==> src/rtl/lfm_freq_meter_if.sv <==
// lfm_freq_meter_if: sample/frame inputs (din, din_valid, frame_start, frame_end, f_clk) and measurement outputs (period_out, freq_out, freq_valid, cycle_count, busy, frame_done, overrun, overflow)
interface lfm_freq_meter_if #(
  parameter int IN_WIDTH = 16,
  parameter int CNT_WIDTH = 32
);
  logic [IN_WIDTH-1:0] din;
  logic din_valid;
  logic frame_start;
  logic frame_end;
  logic [31:0] f_clk;
  logic [CNT_WIDTH-1:0] period_out;
  logic [CNT_WIDTH-1:0] freq_out;
  logic freq_valid;
  logic [CNT_WIDTH-1:0] cycle_count;
  logic busy;
  logic frame_done;
  logic overrun;
  logic overflow;
  modport master (
    output din, din_valid, frame_start, frame_end, f_clk,
    input period_out, freq_out, freq_valid, cycle_count, busy, frame_done, overrun, overflow
  );
  modport slave (
    input din, din_valid, frame_start, frame_end, f_clk,
    output period_out, freq_out, freq_valid, cycle_count, busy, frame_done, overrun, overflow
  );
endinterface

==> src/rtl/lfm_freq_meter.sv <==
// lfm_freq_meter: hysteresis zero-crossing period counter with serial restoring divider giving f_clk/period; ports clk, rst, bus (lfm_freq_meter_if.slave)
module lfm_freq_meter #(
  parameter int IN_WIDTH = 16,
  parameter int HYST = 256,
  parameter int CNT_WIDTH = 32
) (
  input logic clk,
  input logic rst,
  lfm_freq_meter_if.slave bus
);
  typedef enum logic [1:0] {IDLE, ARMED, MEASURE, DONE} state_t;
  localparam int IW = $clog2(CNT_WIDTH + 1);
  localparam longint MID = longint'(1) << (IN_WIDTH - 1);
  localparam logic [CNT_WIDTH-1:0] CMAX = '1;
  state_t state_q, state_d;
  logic act, acc, hi, lo, rise, start, fin, step;
  logic lvl_q, lvl_d, ovr_q, ovr_d, ovf_q, ovf_d, dbusy_q, dbusy_d, fv_q, fv_d;
  logic [CNT_WIDTH-1:0] cnt_q, cnt_d, cc_q, cc_d, fclk_q, fclk_d;
  logic [CNT_WIDTH-1:0] rem_q, rem_d, quo_q, quo_d, dsr_q, dsr_d, per_q, per_d, frq_q, frq_d;
  logic [IW-1:0] it_q, it_d;
  logic [CNT_WIDTH:0] sh, df;
  always_comb begin
    act = state_q == ARMED || state_q == MEASURE;
    acc = act && bus.din_valid && !bus.frame_start;
    hi = longint'(bus.din) >= MID + HYST;
    lo = longint'(bus.din) <= MID - HYST;
    rise = acc && !lvl_q && hi;
    start = rise && state_q == MEASURE && !dbusy_q;
    fin = dbusy_q && it_q == IW'(CNT_WIDTH);
    step = dbusy_q && !fin;
    sh = {rem_q, quo_q[CNT_WIDTH-1]};
    df = sh - {1'b0, dsr_q};
    state_d = bus.frame_start ? ARMED :
              (bus.frame_end && act) ? DONE :
              state_q == DONE ? IDLE :
              (rise && state_q == ARMED) ? MEASURE : state_q;
  end
  always_ff @(posedge clk)
    state_q <= rst ? IDLE : state_d;
  always_comb begin
    lvl_d = bus.frame_start ? 1'b0 : !acc ? lvl_q : hi ? 1'b1 : lo ? 1'b0 : lvl_q;
    cnt_d = bus.frame_start ? '0 : !acc ? cnt_q : rise ? CNT_WIDTH'(1) :
            cnt_q == CMAX ? CMAX : cnt_q + 1'b1;
    ovf_d = !bus.frame_start && (ovf_q || (acc && !rise && cnt_q == CMAX));
    cc_d = bus.frame_start ? '0 : rise ? cc_q + 1'b1 : cc_q;
    // a crossing that finds the divider occupied is counted but not measured
    ovr_d = !bus.frame_start && (ovr_q || (rise && state_q == MEASURE && dbusy_q));
    fclk_d = bus.frame_start ? CNT_WIDTH'(bus.f_clk) : fclk_q;
    // the counter already includes the previous crossing sample, so it is the period
    dbusy_d = start || step;
    it_d = start ? '0 : step ? it_q + 1'b1 : it_q;
    rem_d = start ? '0 : step ? (df[CNT_WIDTH] ? sh[CNT_WIDTH-1:0] : df[CNT_WIDTH-1:0]) : rem_q;
    quo_d = start ? fclk_q : step ? {quo_q[CNT_WIDTH-2:0], !df[CNT_WIDTH]} : quo_q;
    dsr_d = start ? cnt_q : dsr_q;
    per_d = fin ? dsr_q : per_q;
    frq_d = fin ? quo_q : frq_q;
    fv_d = fin;
  end
  always_ff @(posedge clk) begin
    if (rst) begin
      lvl_q <= 1'b0;
      cnt_q <= '0;
      ovf_q <= 1'b0;
      cc_q <= '0;
      ovr_q <= 1'b0;
      fclk_q <= '0;
      dbusy_q <= 1'b0;
      it_q <= '0;
      rem_q <= '0;
      quo_q <= '0;
      dsr_q <= '0;
      per_q <= '0;
      frq_q <= '0;
      fv_q <= 1'b0;
    end else begin
      lvl_q <= lvl_d;
      cnt_q <= cnt_d;
      ovf_q <= ovf_d;
      cc_q <= cc_d;
      ovr_q <= ovr_d;
      fclk_q <= fclk_d;
      dbusy_q <= dbusy_d;
      it_q <= it_d;
      rem_q <= rem_d;
      quo_q <= quo_d;
      dsr_q <= dsr_d;
      per_q <= per_d;
      frq_q <= frq_d;
      fv_q <= fv_d;
    end
  end
  assign bus.period_out = per_q;
  assign bus.freq_out = frq_q;
  assign bus.freq_valid = fv_q;
  assign bus.cycle_count = cc_q;
  assign bus.busy = state_q == ARMED || state_q == MEASURE;
  assign bus.frame_done = state_q == DONE;
  assign bus.overrun = ovr_q;
  assign bus.overflow = ovf_q;
endmodule
==> src/flat_wrapper.sv <==
// flat-port wrapper written by rule: the top's interface ports become plain ports
module lfm_freq_meter_flat 
#(
  parameter int IN_WIDTH = 16,
  parameter int HYST = 256,
  parameter int CNT_WIDTH = 32
)
  (clk, rst, bus_din, bus_din_valid, bus_frame_start, bus_frame_end, bus_f_clk, bus_period_out, bus_freq_out, bus_freq_valid, bus_cycle_count, bus_busy, bus_frame_done, bus_overrun, bus_overflow);
  lfm_freq_meter_if #(.IN_WIDTH(IN_WIDTH), .CNT_WIDTH(CNT_WIDTH)) bus_i ();
  input logic clk;
  input logic rst;
  input wire logic [$bits(bus_i.din)-1:0] bus_din;
  input wire logic [$bits(bus_i.din_valid)-1:0] bus_din_valid;
  input wire logic [$bits(bus_i.frame_start)-1:0] bus_frame_start;
  input wire logic [$bits(bus_i.frame_end)-1:0] bus_frame_end;
  input wire logic [$bits(bus_i.f_clk)-1:0] bus_f_clk;
  output wire logic [$bits(bus_i.period_out)-1:0] bus_period_out;
  output wire logic [$bits(bus_i.freq_out)-1:0] bus_freq_out;
  output wire logic [$bits(bus_i.freq_valid)-1:0] bus_freq_valid;
  output wire logic [$bits(bus_i.cycle_count)-1:0] bus_cycle_count;
  output wire logic [$bits(bus_i.busy)-1:0] bus_busy;
  output wire logic [$bits(bus_i.frame_done)-1:0] bus_frame_done;
  output wire logic [$bits(bus_i.overrun)-1:0] bus_overrun;
  output wire logic [$bits(bus_i.overflow)-1:0] bus_overflow;
  assign bus_i.din = bus_din;
  assign bus_i.din_valid = bus_din_valid;
  assign bus_i.frame_start = bus_frame_start;
  assign bus_i.frame_end = bus_frame_end;
  assign bus_i.f_clk = bus_f_clk;
  assign bus_period_out = bus_i.period_out;
  assign bus_freq_out = bus_i.freq_out;
  assign bus_freq_valid = bus_i.freq_valid;
  assign bus_cycle_count = bus_i.cycle_count;
  assign bus_busy = bus_i.busy;
  assign bus_frame_done = bus_i.frame_done;
  assign bus_overrun = bus_i.overrun;
  assign bus_overflow = bus_i.overflow;
  lfm_freq_meter #(.IN_WIDTH(IN_WIDTH), .HYST(HYST), .CNT_WIDTH(CNT_WIDTH)) u_core (.clk(clk), .rst(rst), .bus(bus_i));
endmodule
==> config.mk <==
export PLATFORM = sky130hd
export DESIGN_NAME = lfm_freq_meter_flat
export DESIGN_NICKNAME = d
export VERILOG_FILES = /design/src/rtl/lfm_freq_meter_if.sv /design/src/rtl/lfm_freq_meter.sv /design/src/flat_wrapper.sv
export SDC_FILE = /design/constraint.sdc
export NUM_CORES = 1
export LEC_CHECK = 0
export BUFFER_PORTS_ARGS = -buffer_cell sky130_fd_sc_hd__buf_2
export CAP_MARGIN = 20
export CORE_MARGIN = 4
export CORE_UTILIZATION = 50
export CTS_BUF_LIST = sky130_fd_sc_hd__clkbuf_4 sky130_fd_sc_hd__clkbuf_8 sky130_fd_sc_hd__clkbuf_16
export CTS_CLUSTER_SIZE = 25
export DETAILED_ROUTE_END_ITERATION = 8
export HOLD_SLACK_MARGIN = 0.1
export PLACE_DENSITY = 0.66
export SYNTH_ARGS = -nofsm -noshare
export SYNTH_HDL_FRONTEND = slang
export SYNTH_SLANG_ARGS = --single-unit
export TNS_END_PERCENT = 5
==> constraint.sdc <==
create_clock -name clk -period 8 [get_ports clk]
set_clock_uncertainty 0.2 [all_clocks]
set_input_delay 0.8 -clock clk [delete_from_list [all_inputs] [get_ports clk]]
set_output_delay 0.8 -clock clk [all_outputs]
set_load 0.01 [all_outputs]
---- Word level (Yosys, flattened, before mapping) ----
Cells that the tools add are included.
storage, ports and cells
  input port bits ......................... 53
  output and inout bits ................... 101
  word-level logic and storage cells ...... 70
  register bits ........................... 269
cells by class
  equal/unequal tests ..................... 5
  $add $sub $neg .......................... 4
  $lt $le $gt $ge ......................... 2
  mux-type cells .......................... 11
  reduce and logical (&&, ||, !) cells .... 32
operators with widths
  operator               number
  $mux 32                5
  $add 32x1->32 const B  2
  $sub 33x32->33         1
  $eq 32x32->1 const B   1
  $ge 16x16->1 const B   1
  $le 16x15->1 const B   1
  $logic_and 1x1->1      15
  $add 6x1->6 const B    1
  $eq 6x6->1 const B     1
  $logic_not 1->1        6
  $mux 2                 3
  $eq 2x2->1 const B     2
  $logic_or 1x1->1       4
  $reduce_bool 2->1      2
  $reduce_bool 4->1      1
  $reduce_or 2->1        2
  $mux 1                 3
  $reduce_bool 3->1      1
  $eq 2x1->1 const B     1
  $reduce_and 2->1       1

---- Logic depth before layout (Yosys ltp) ----
Gate-level depths: netlist (run 1).
  word-level depth ........................ 11
  mapped depth ............................ 14
  depth with buffers taken out ............ 13

---- Worst setup path before layout (run 1) ----
No wires, ideal clock.
  kind .................................... reg2reg
  start ................................... reg u_core.quo_q[31]
  end ..................................... reg u_core.rem_q[18]
  clock period less this slack ............ 3,321 ps
  library setup time ...................... 133 ps
  arrival ................................. 2,988 ps
  stages on the path, launching flop included .. 15
  path buffers ............................ 1
  data required time ...................... 7,667 ps
  path slack .............................. 4,679 ps
  cell sequence ........................... dfxtp_1 inv_1 ha_1 fa_1 nand2b_1 a21oi_2 o21ai_2 o21ai_2 a41o_1 a2111oi_2 or3_4 xnor2_4 buf_2 mux2i_1 a21oi_1
between the ends
  cells in the longest elaborated chain, start to end .. 2
ends and longest elaborated chain
  what                    line                  RTL
  from (decl)             lfm_freq_meter.sv:19  logic [CNT_WIDTH-1:0] rem_q, rem_d, quo_q, quo_d, dsr_q, dsr_d, per_q, per_d, frq_q, frq_d;
  from (signal assigned)  lfm_freq_meter.sv:85  quo_q <= quo_d;
  $sub 33x32->33          lfm_freq_meter.sv:32  df = sh - {1'b0, dsr_q};
  $mux 32                 lfm_freq_meter.sv:52  rem_d = start ? '0 : step ? (df[CNT_WIDTH] ? sh[CNT_WIDTH-1:0] : df[CNT_WIDTH-1:0]) : rem_q;
  to (signal assigned)    lfm_freq_meter.sv:84  rem_q <= rem_d;
  to (decl)               lfm_freq_meter.sv:19
No other way between the ends.
A chain may end at the register's enable or synchronous reset.

---- Worst setup path in the final report (run 1) ----
  start ................................... reg u_core.state_q[0]
  end ..................................... reg u_core.rem_q[1]
between the ends
  cells in the longest elaborated chain, start to end .. 9
  elaborated cells on any way between the ends .. 10
  those cells by class .................... 2 x eq/ne; 8 x reduce/logical
ends and longest elaborated chain
  what                                             line                                        RTL
  from (decl)                                      lfm_freq_meter.sv:15                        state_t state_q, state_d;
  from (signal assigned)                           lfm_freq_meter.sv:39                        state_q <= rst ? IDLE : state_d;
  $eq 2x1->1 / $eq 2x2->1 (equally long branches)  lfm_freq_meter.sv:23, lfm_freq_meter.sv:28
  $logic_or 1x1->1                                 lfm_freq_meter.sv:23                        act = state_q == ARMED || state_q == MEASURE;
  $logic_and 1x1->1 (2 in series)                  lfm_freq_meter.sv:24                        acc = act && bus.din_valid && !bus.frame_start;
  $logic_and 1x1->1 (2 in series)                  lfm_freq_meter.sv:27                        rise = acc && !lvl_q && hi;
  $logic_and 1x1->1 (*) (2 in series)              lfm_freq_meter.sv:28                        start = rise && state_q == MEASURE && !dbusy_q;
  $reduce_or 2->1 (no line) (*)                    n/a
Every way passes the cells marked *; elsewhere a longest branch is shown, timed or not.

==> flow_summary.toml, run 1 <==
[worst_hold_path]
worstHoldEndpoint = "u_core.bus.overflow"
hold_depth = 2
hp-class = "flip-flop to flip-flop"
min_from = "u_core.bus.overflow"

[timing]
fmax_ghz = 0.2220
timing.final.hold_violations = 0
grt_setup_unrepaired = "false"
post-route-min-period_ps = 4504
finalSetupTns_ps = 0
max_slew_margin_pct = 25.06
setup_viol = 0
finalCritPeriodShare_pct = 56.31
report.final.slew_viol_count = 0
tightest_slew_ps = 1120

[die]
chipHeight_um = 166.9
initial_utilization_pct = 51.31
die_x_um = 166.9
fp.dieArea_sq_um = 27860
core_area_sq_um = 24600
ioPinCount = 154
rows = 57

[synth]
syn-instance-count = 1553
synth_area_sq_um = 12630
synth_nets = 1647
ys.warnings.count = 0
yosys-mux-area-fraction_pct = 4.450
synth-seq-cells = 269
synth_top_family_by_area = "simple AND/OR/NAND/NOR gates"
ys_seq_area_share_pct = 42.65
avgSynthCellArea_sq_um = 8.130
synth_ff_type = "dfxtp_1"
yosys.cell_types.count = 73
synth_compound_area_share_pct = 18.24
synth_fa_ha_area_share_pct = 4.122
synth-xor-area-share_pct = 5.411
synth_edf_count = 0
ys_async_sr_fraction_pct = 0
yosys.area_share.simple_pct = 20.51

[critical_path]
worstSetupEndpointType = "flip-flop"
r2r-end = "u_core.rem_q[1]"
crit_fanout = 33
worstSetupPathType = "flip-flop to flip-flop"
worstReg2RegStart = "u_core.state_q[0]"
reg2reg_depth = 12
critPathLaunch = "u_core.state_q[0]"
r2r_slack_ps = 3500
critPathLaunchType = "flip-flop"
required_ps = 8210
arrival_ps = 4710

[clocking]
cts_tree = "built"
post_cts_buffers = 0
root_buffer = "clkbuf_16"
cts_buffers = 29
clkSinkCount = 269
hold_buffers = 0
htreeDepth = 1
cts-resized-gates = 0
clk_latency_ps = 560
max-clock-path-buffers = 3
clk_pin_slew_ps = 60

[layout]
final_area_sq_um = 14460
antenna_cells = 0
utilization_pct = 58.76
area_growth_syn_to_layout_pct = 14.51
instances_no_fill = 1992
drive_above_1_share_pct = 14.93
fillers = 2327
fin_nets = 1747

[detailed_routing]
wl_per_cell_um = 15.58
vias = 10980
drt-initial-drc-count = 732
drt_first_pass_iters = 5
drcViolationCount = 0
routed_wl_mm = 31.04
antenna_left = 0
vias_per_cell = 5.513

[placed_design]
routabilityCongestion = 0.9020
port_buffers = 153
post-place-cells = 1945
hpwl_mm = 21.29
dpl_cell_area_sq_um = 13500

[pwr]
vdd.ir_drop.worst_v = 0.0001688
fin_total_pwr_uw = 2804
power_density_nw_per_um2 = 193.9
leakagePower_uw = 0.005824

[global_route]
grt_max_degree = 113
track_usage_pct = 21.97
grt_pass1_wl_mm = 52.79
overflow = 0
grt_pass1_vias = 10630
antenna_found_initial = 0

[flow_run]
maxCapViolCount = 0

[run_status]
outcome = "complete, no violations"
[worst max-delay path, cell delays in order, from the launching register on]
cell	delay (ps)
dfxtp_1	420
inv_1	70
ha_1	340
or3b_1	660
a21oi_2	240
and3b_1	590
nand2_1	240
or2_2	560
nand2b_1	150
buf_4	350
nor2_1	230
nand3_1	140
o311ai_0	150
[cell type report]
type,count,area [sq um],area share (%)
clock buffers,39,825.8,5.712
inverters,48,180.2,1.246
flip-flops and latches,269,5385,37.25
repair buffers,165,878.3,6.075
well taps,324,405.4,2.804
clock inverters,7,106.4,0.7356
multi-input cells,1140,6676,46.18
[power breakdown]
group	switching (uW)	internal, uW	leakage (uW)
Clock	530	783	0.000464
Combinational	79.3	52.5	0.00319
Sequential	7.60	1350	0.00217
Total	616	2190	0.00582
[per-layer routing]
metal	share of wire [%]	track usage [%]	up-vias
li1	-	-	5536
met1	47	30.31	5153
met2	46	36.37	252
met3	5.0	3.508	41
met4	1.9	5.158	0
met5	0	0	-
[flip-flops by register name, summed over array words and instances, names as in the netlist, 2 cells and up]
name	count
u_core.bus.cycle_count	32
u_core.it_q	6
u_core.rem_q	32
u_core.cnt_q	32
u_core.state_q	2
u_core.fclk_q	32
u_core.dsr_q	32
u_core.quo_q	32
u_core.bus.period_out	32
u_core.bus.freq_out	32
[synthesized netlist by cell type (5+ instances only)]
library cell  number  share of area [%]
o21ai_0           28                1.1
ha_1              40                4.0
nand3_1           51                2.0
nor2b_1            7               0.35
mux2i_1           55                4.4
nor3_1            17               0.67
nand2b_1           5               0.25
buf_1              8               0.24
or3_1             10               0.50
buf_2              9               0.36
and3_1            16               0.79
clkbuf_1          72                2.1
a31oi_1           11               0.55
xnor2_1           38                2.6
a211oi_1          27                1.6
nor4_1             7               0.35
xor2_1            35                2.4
dfxtp_1          269                 43
a21o_1            19                1.1
a21oi_1          197                7.8
a22oi_1           33                2.0
o211ai_1           6               0.36
a21oi_2           12               0.83
inv_1             48                1.4
and2_1             6               0.30
nor2_1           133                4.0
nand2_1          307                9.1
nand4_1           11               0.55
o21a_1             6               0.36
[placed cells by master (no fill, tap or decap), drive strengths merged, types with 8 or more instances in the layout]
cell | synthesis | routed
clkbuf | 75 | 39
a21o | 19 | 19
nand3 | 52 | 52
a31oi | 11 | 11
dfxtp | 269 | 269
buf | 21 | 165
inv | 48 | 49
nor4 | 8 | 8
or3 | 11 | 11
nand2 | 308 | 308
nor3 | 18 | 18
nand4 | 13 | 13
ha | 40 | 40
and3 | 17 | 17
a211oi | 27 | 27
o21ai | 32 | 32
mux2i | 55 | 55
a22oi | 33 | 33
xnor2 | 40 | 40
nor2 | 134 | 134
a21oi | 209 | 209
xor2 | 35 | 35
[stage by stage]
step | hold WS (ps) | worst slack, ps
6_report | 243.3 | 3496
5_1_grt | 266.0 | 3122
4_1_cts | 245.6 | 3461
3_5_place_dp | 236.4 | 3027
3_3_place_gp | 231.1 | 3161
2_1_floorplan | 240.1 | 4679
[how the worst max path moves through the flow]
| stage | endpoint | slack [ps] | cells past startpoint |
|---|---|---|---|
| floorplan | u_core.rem_q[18] | 4680 | 14 |
| global placement | u_core.rem_q[0] | 3160 | 12 |
| detailed placement | u_core.quo_q[0] | 3030 | 12 |
| CTS | u_core.rem_q[1] | 3460 | 12 |
| global route | u_core.quo_q[0] | 3120 | 12 |
| finish | u_core.rem_q[1] | 3500 | 12 |
[cell families after synthesis]
group | count (synthesis)
muxes | 56
buffers and inverters | 144
and+or+nand+nor | 592
DFF | 269
xor gates and xnor gates | 75
AOI/OAI and AO/OA | 376
adders and majority gates | 41
Power figures use the tool's default switching activity.
==> run 2: changes to the inputs <==
--- a/config.mk
+++ b/config.mk
@@ -5,6 +5,7 @@
 export SDC_FILE = /design/constraint.sdc
 export NUM_CORES = 1
 export LEC_CHECK = 0
+export ABC_AREA = 1
 export BUFFER_PORTS_ARGS = -buffer_cell sky130_fd_sc_hd__buf_2
 export CAP_MARGIN = 20
 export CORE_MARGIN = 4
@@ -13,7 +14,7 @@
 export CTS_CLUSTER_SIZE = 25
 export DETAILED_ROUTE_END_ITERATION = 8
 export HOLD_SLACK_MARGIN = 0.1
-export PLACE_DENSITY = 0.66
+export PLACE_DENSITY = 0.68
 export SYNTH_ARGS = -nofsm -noshare
 export SYNTH_HDL_FRONTEND = slang
 export SYNTH_SLANG_ARGS = --single-unit
==> constraint.sdc (replaced) <==
create_clock -name clk -period 3.8 [get_ports clk]
set_clock_uncertainty 0.2 [all_clocks]
set_input_delay 0.38 -clock clk [delete_from_list [all_inputs] [get_ports clk]]
set_output_delay 0.38 -clock clk [all_outputs]
set_load 0.01 [all_outputs]
==> run 2 against run 1 <==
Effect of this change:
- critical path type unchanged
- critical path depth up 6
- global-route usage up 3.9 points
- flip-flop and latch count unchanged
- via count up 29%
- first-iteration DRC count up 38%
- worst hold slack worse by 5.1 ps
- highest routed layer unchanged
- fmax up 42%
==> flow_summary.toml, run 2 <==
[layout]
instances_no_fill = 2739
drive_above_1_share_pct = 10.72
final_common_cell = "nand2_1"
final_area_sq_um = 16710
area_growth_syn_to_layout_pct = 16.69
antenna_cells = 0
fin_nets = 2434
fillers = 2825
final_cell_mix = "nand2_1, inv_1, dfxtp_1"

[placed_design]
post-place-cells = 2647
port_buffers = 153
hpwl_mm = 29.51
dpl_cell_area_sq_um = 15340
routabilityCongestion = 0.9834

[synth]
ys_seq_area_share_pct = 37.60
synthTopCellsByCount = "nand2_1, inv_1, dfxtp_1"
synth_top_area_cell = "dfxtp_1"
yosysTopAreaCellShare_pct = 37.60
yosysMostFrequentCell = "nand2_1"
avgSynthCellArea_sq_um = 6.533
synth_edf_count = 0
synth_ff_type = "dfxtp_1"
yosys.cell_types.count = 44
ys_async_sr_fraction_pct = 0
synthTopCellsByArea = "dfxtp_1, nand2_1, inv_1"
synth_nets = 2286
synth_area_sq_um = 14320
synth-seq-cells = 269
syn-instance-count = 2192
ys.warnings.count = 0

[timing]
fmax_ghz = 0.3160
finalCritPeriodShare_pct = 83.28
max_slew_margin_pct = 36.68
setup_viol = 0
finalSetupTns_ps = 0
post-route-min-period_ps = 3165
grt_setup_unrepaired = "false"
whs_ps = 238.1
tightest_slew_ps = 943.9
timing.final.hold_violations = 0
report.final.slew_viol_count = 0

[clocking]
max-clock-path-buffers = 3
clk_latency_ps = 560
clk_pin_slew_ps = 60
clkSinkCount = 269
htreeDepth = 1
root_buffer = "clkbuf_16"
cts_buffers = 30
post_cts_buffers = 0
cts_tree = "built"

[critical_path]
critPathLaunchType = "flip-flop"
worstSetupPathType = "flip-flop to flip-flop"
arrival_ps = 3410
r2r_slack_ps = 640
crit_fanout = 25
required_ps = 4050
worstSetupEndpointType = "flip-flop"

[global_route]
track_usage_pct = 25.88
grt_pass1_wl_mm = 67.34
overflow = 0
grt_max_degree = 126
grt_pass1_vias = 13390
antenna_found_initial = 0

[flow_run]
maxCapViolCount = 0

[pwr]
power.share.sequential_pct = 46.0
swShare_pct = 24.47
fin_total_pwr_uw = 6211
power_density_nw_per_um2 = 371.7
switching_power_uw = 1520
pwr-share-comb_pct = 7.7
internal_power_uw = 4691
vdd.ir_drop.worst_v = 0.0003134
clkPwrFrac_pct = 46.2
leakagePower_uw = 0.007582

[run_status]
outcome = "complete, no violations"

[die]
rows = 61
ioPinCount = 154
core_area_sq_um = 28010
initial_utilization_pct = 51.13
fp.dieArea_sq_um = 31410
chipHeight_um = 177.2
die_x_um = 177.2

[detailed_routing]
drt-initial-drc-count = 1007
vias_per_cell = 5.177
vias = 14180
routed_wl_mm = 41.19
drt_first_pass_iters = 5
wl_per_cell_um = 15.04
antenna_left = 0
drcViolationCount = 0

[worst_hold_path]
hp-class = "flip-flop to flip-flop"
## run 2: cell families (layout without fill, tap and decap cells)
| group | count (synthesis) | after routing | share of synthesized area, % |
|---|---|---|---|
| flops | 269 | 269 | 37.60 |
| fa+ha+maj | 41 | 41 | 3.634 |
| xor+xnor | 54 | 54 | 3.303 |
| buf+inv | 450 | 619 | 12.15 |
| simple gates | 936 | 936 | 27.42 |
| compound gates | 442 | 442 | 15.89 |
## run 2: timing repair
action,in CTS,in global routing
endpoints found under the hold margin,37,0
hold buffers,39,0
resized for setup,0,0
## run 2: stage by stage
step / util [%] / setup slack (ps)
after floorplan: - / 1427
after global placement: 54.75 / 756.1
after detailed placement: 54.75 / 655.3
after CTS: 59.66 / 632.9
after global routing: 59.66 / 339.4
final: 59.66 / 635.4
## run 2: cell type report
type                            count  area, sq um  area share [%]
Clock buffer                       38        829.5           4.964
Tap cell                          378        473.0           2.830
Multi-Input combinational cell   1473         7219           43.20
Sequential cell                   269         5385           32.23
Clock inverter                     15        155.1          0.9284
Inverter                          357         1340           8.019
Timing Repair Buffer              209         1309           7.832
## run 2: power by group through the flow
stage          registers (uW)  logic [uW]  clock network [uW]
2_1_floorplan            2920         311                   0
3_3_place_gp             2920         443                   0
3_5_place_dp             2920         448                   0
4_1_cts                  2860         480                2920
5_1_grt                  2860         541                3050
6_report                 2860         481                2870
## run 2: worst paths after layout
kind                            cells past startpoint                     end              startpoint
worst max-delay path                               18        u_core.rem_q[19]        u_core.quo_q[31]
worst min-delay path                                2  u_core.bus.freq_out[7]  u_core.bus.freq_out[7]
worst max register to register                     18        u_core.rem_q[19]        u_core.quo_q[31]
worst min register to register                      2  u_core.bus.freq_out[7]  u_core.bus.freq_out[7]
## run 2: critical path, stage by stage (launching register included)
cell,delay [ps]
dfxtp_1,390
inv_1,60
ha_1,210
fa_1,380
inv_1,80
nand2_1,70
nand2_1,100
nand3_1,90
nand2_1,160
nand2_1,90
nand2_2,140
nand2_2,90
nand2_1,90
nand2_1,80
nand2_2,190
buf_4,360
nand2_1,100
nand3_1,90
a21oi_1,70
## run 2: layer usage
layer	vias up	part of all wire, %	global-route usage (%)
met4	0	2.3	6.447
met1	6474	45	35.56
met5	-	0	0
met3	75	6.7	4.678
li1	7214	-	-
met2	418	46	42.32
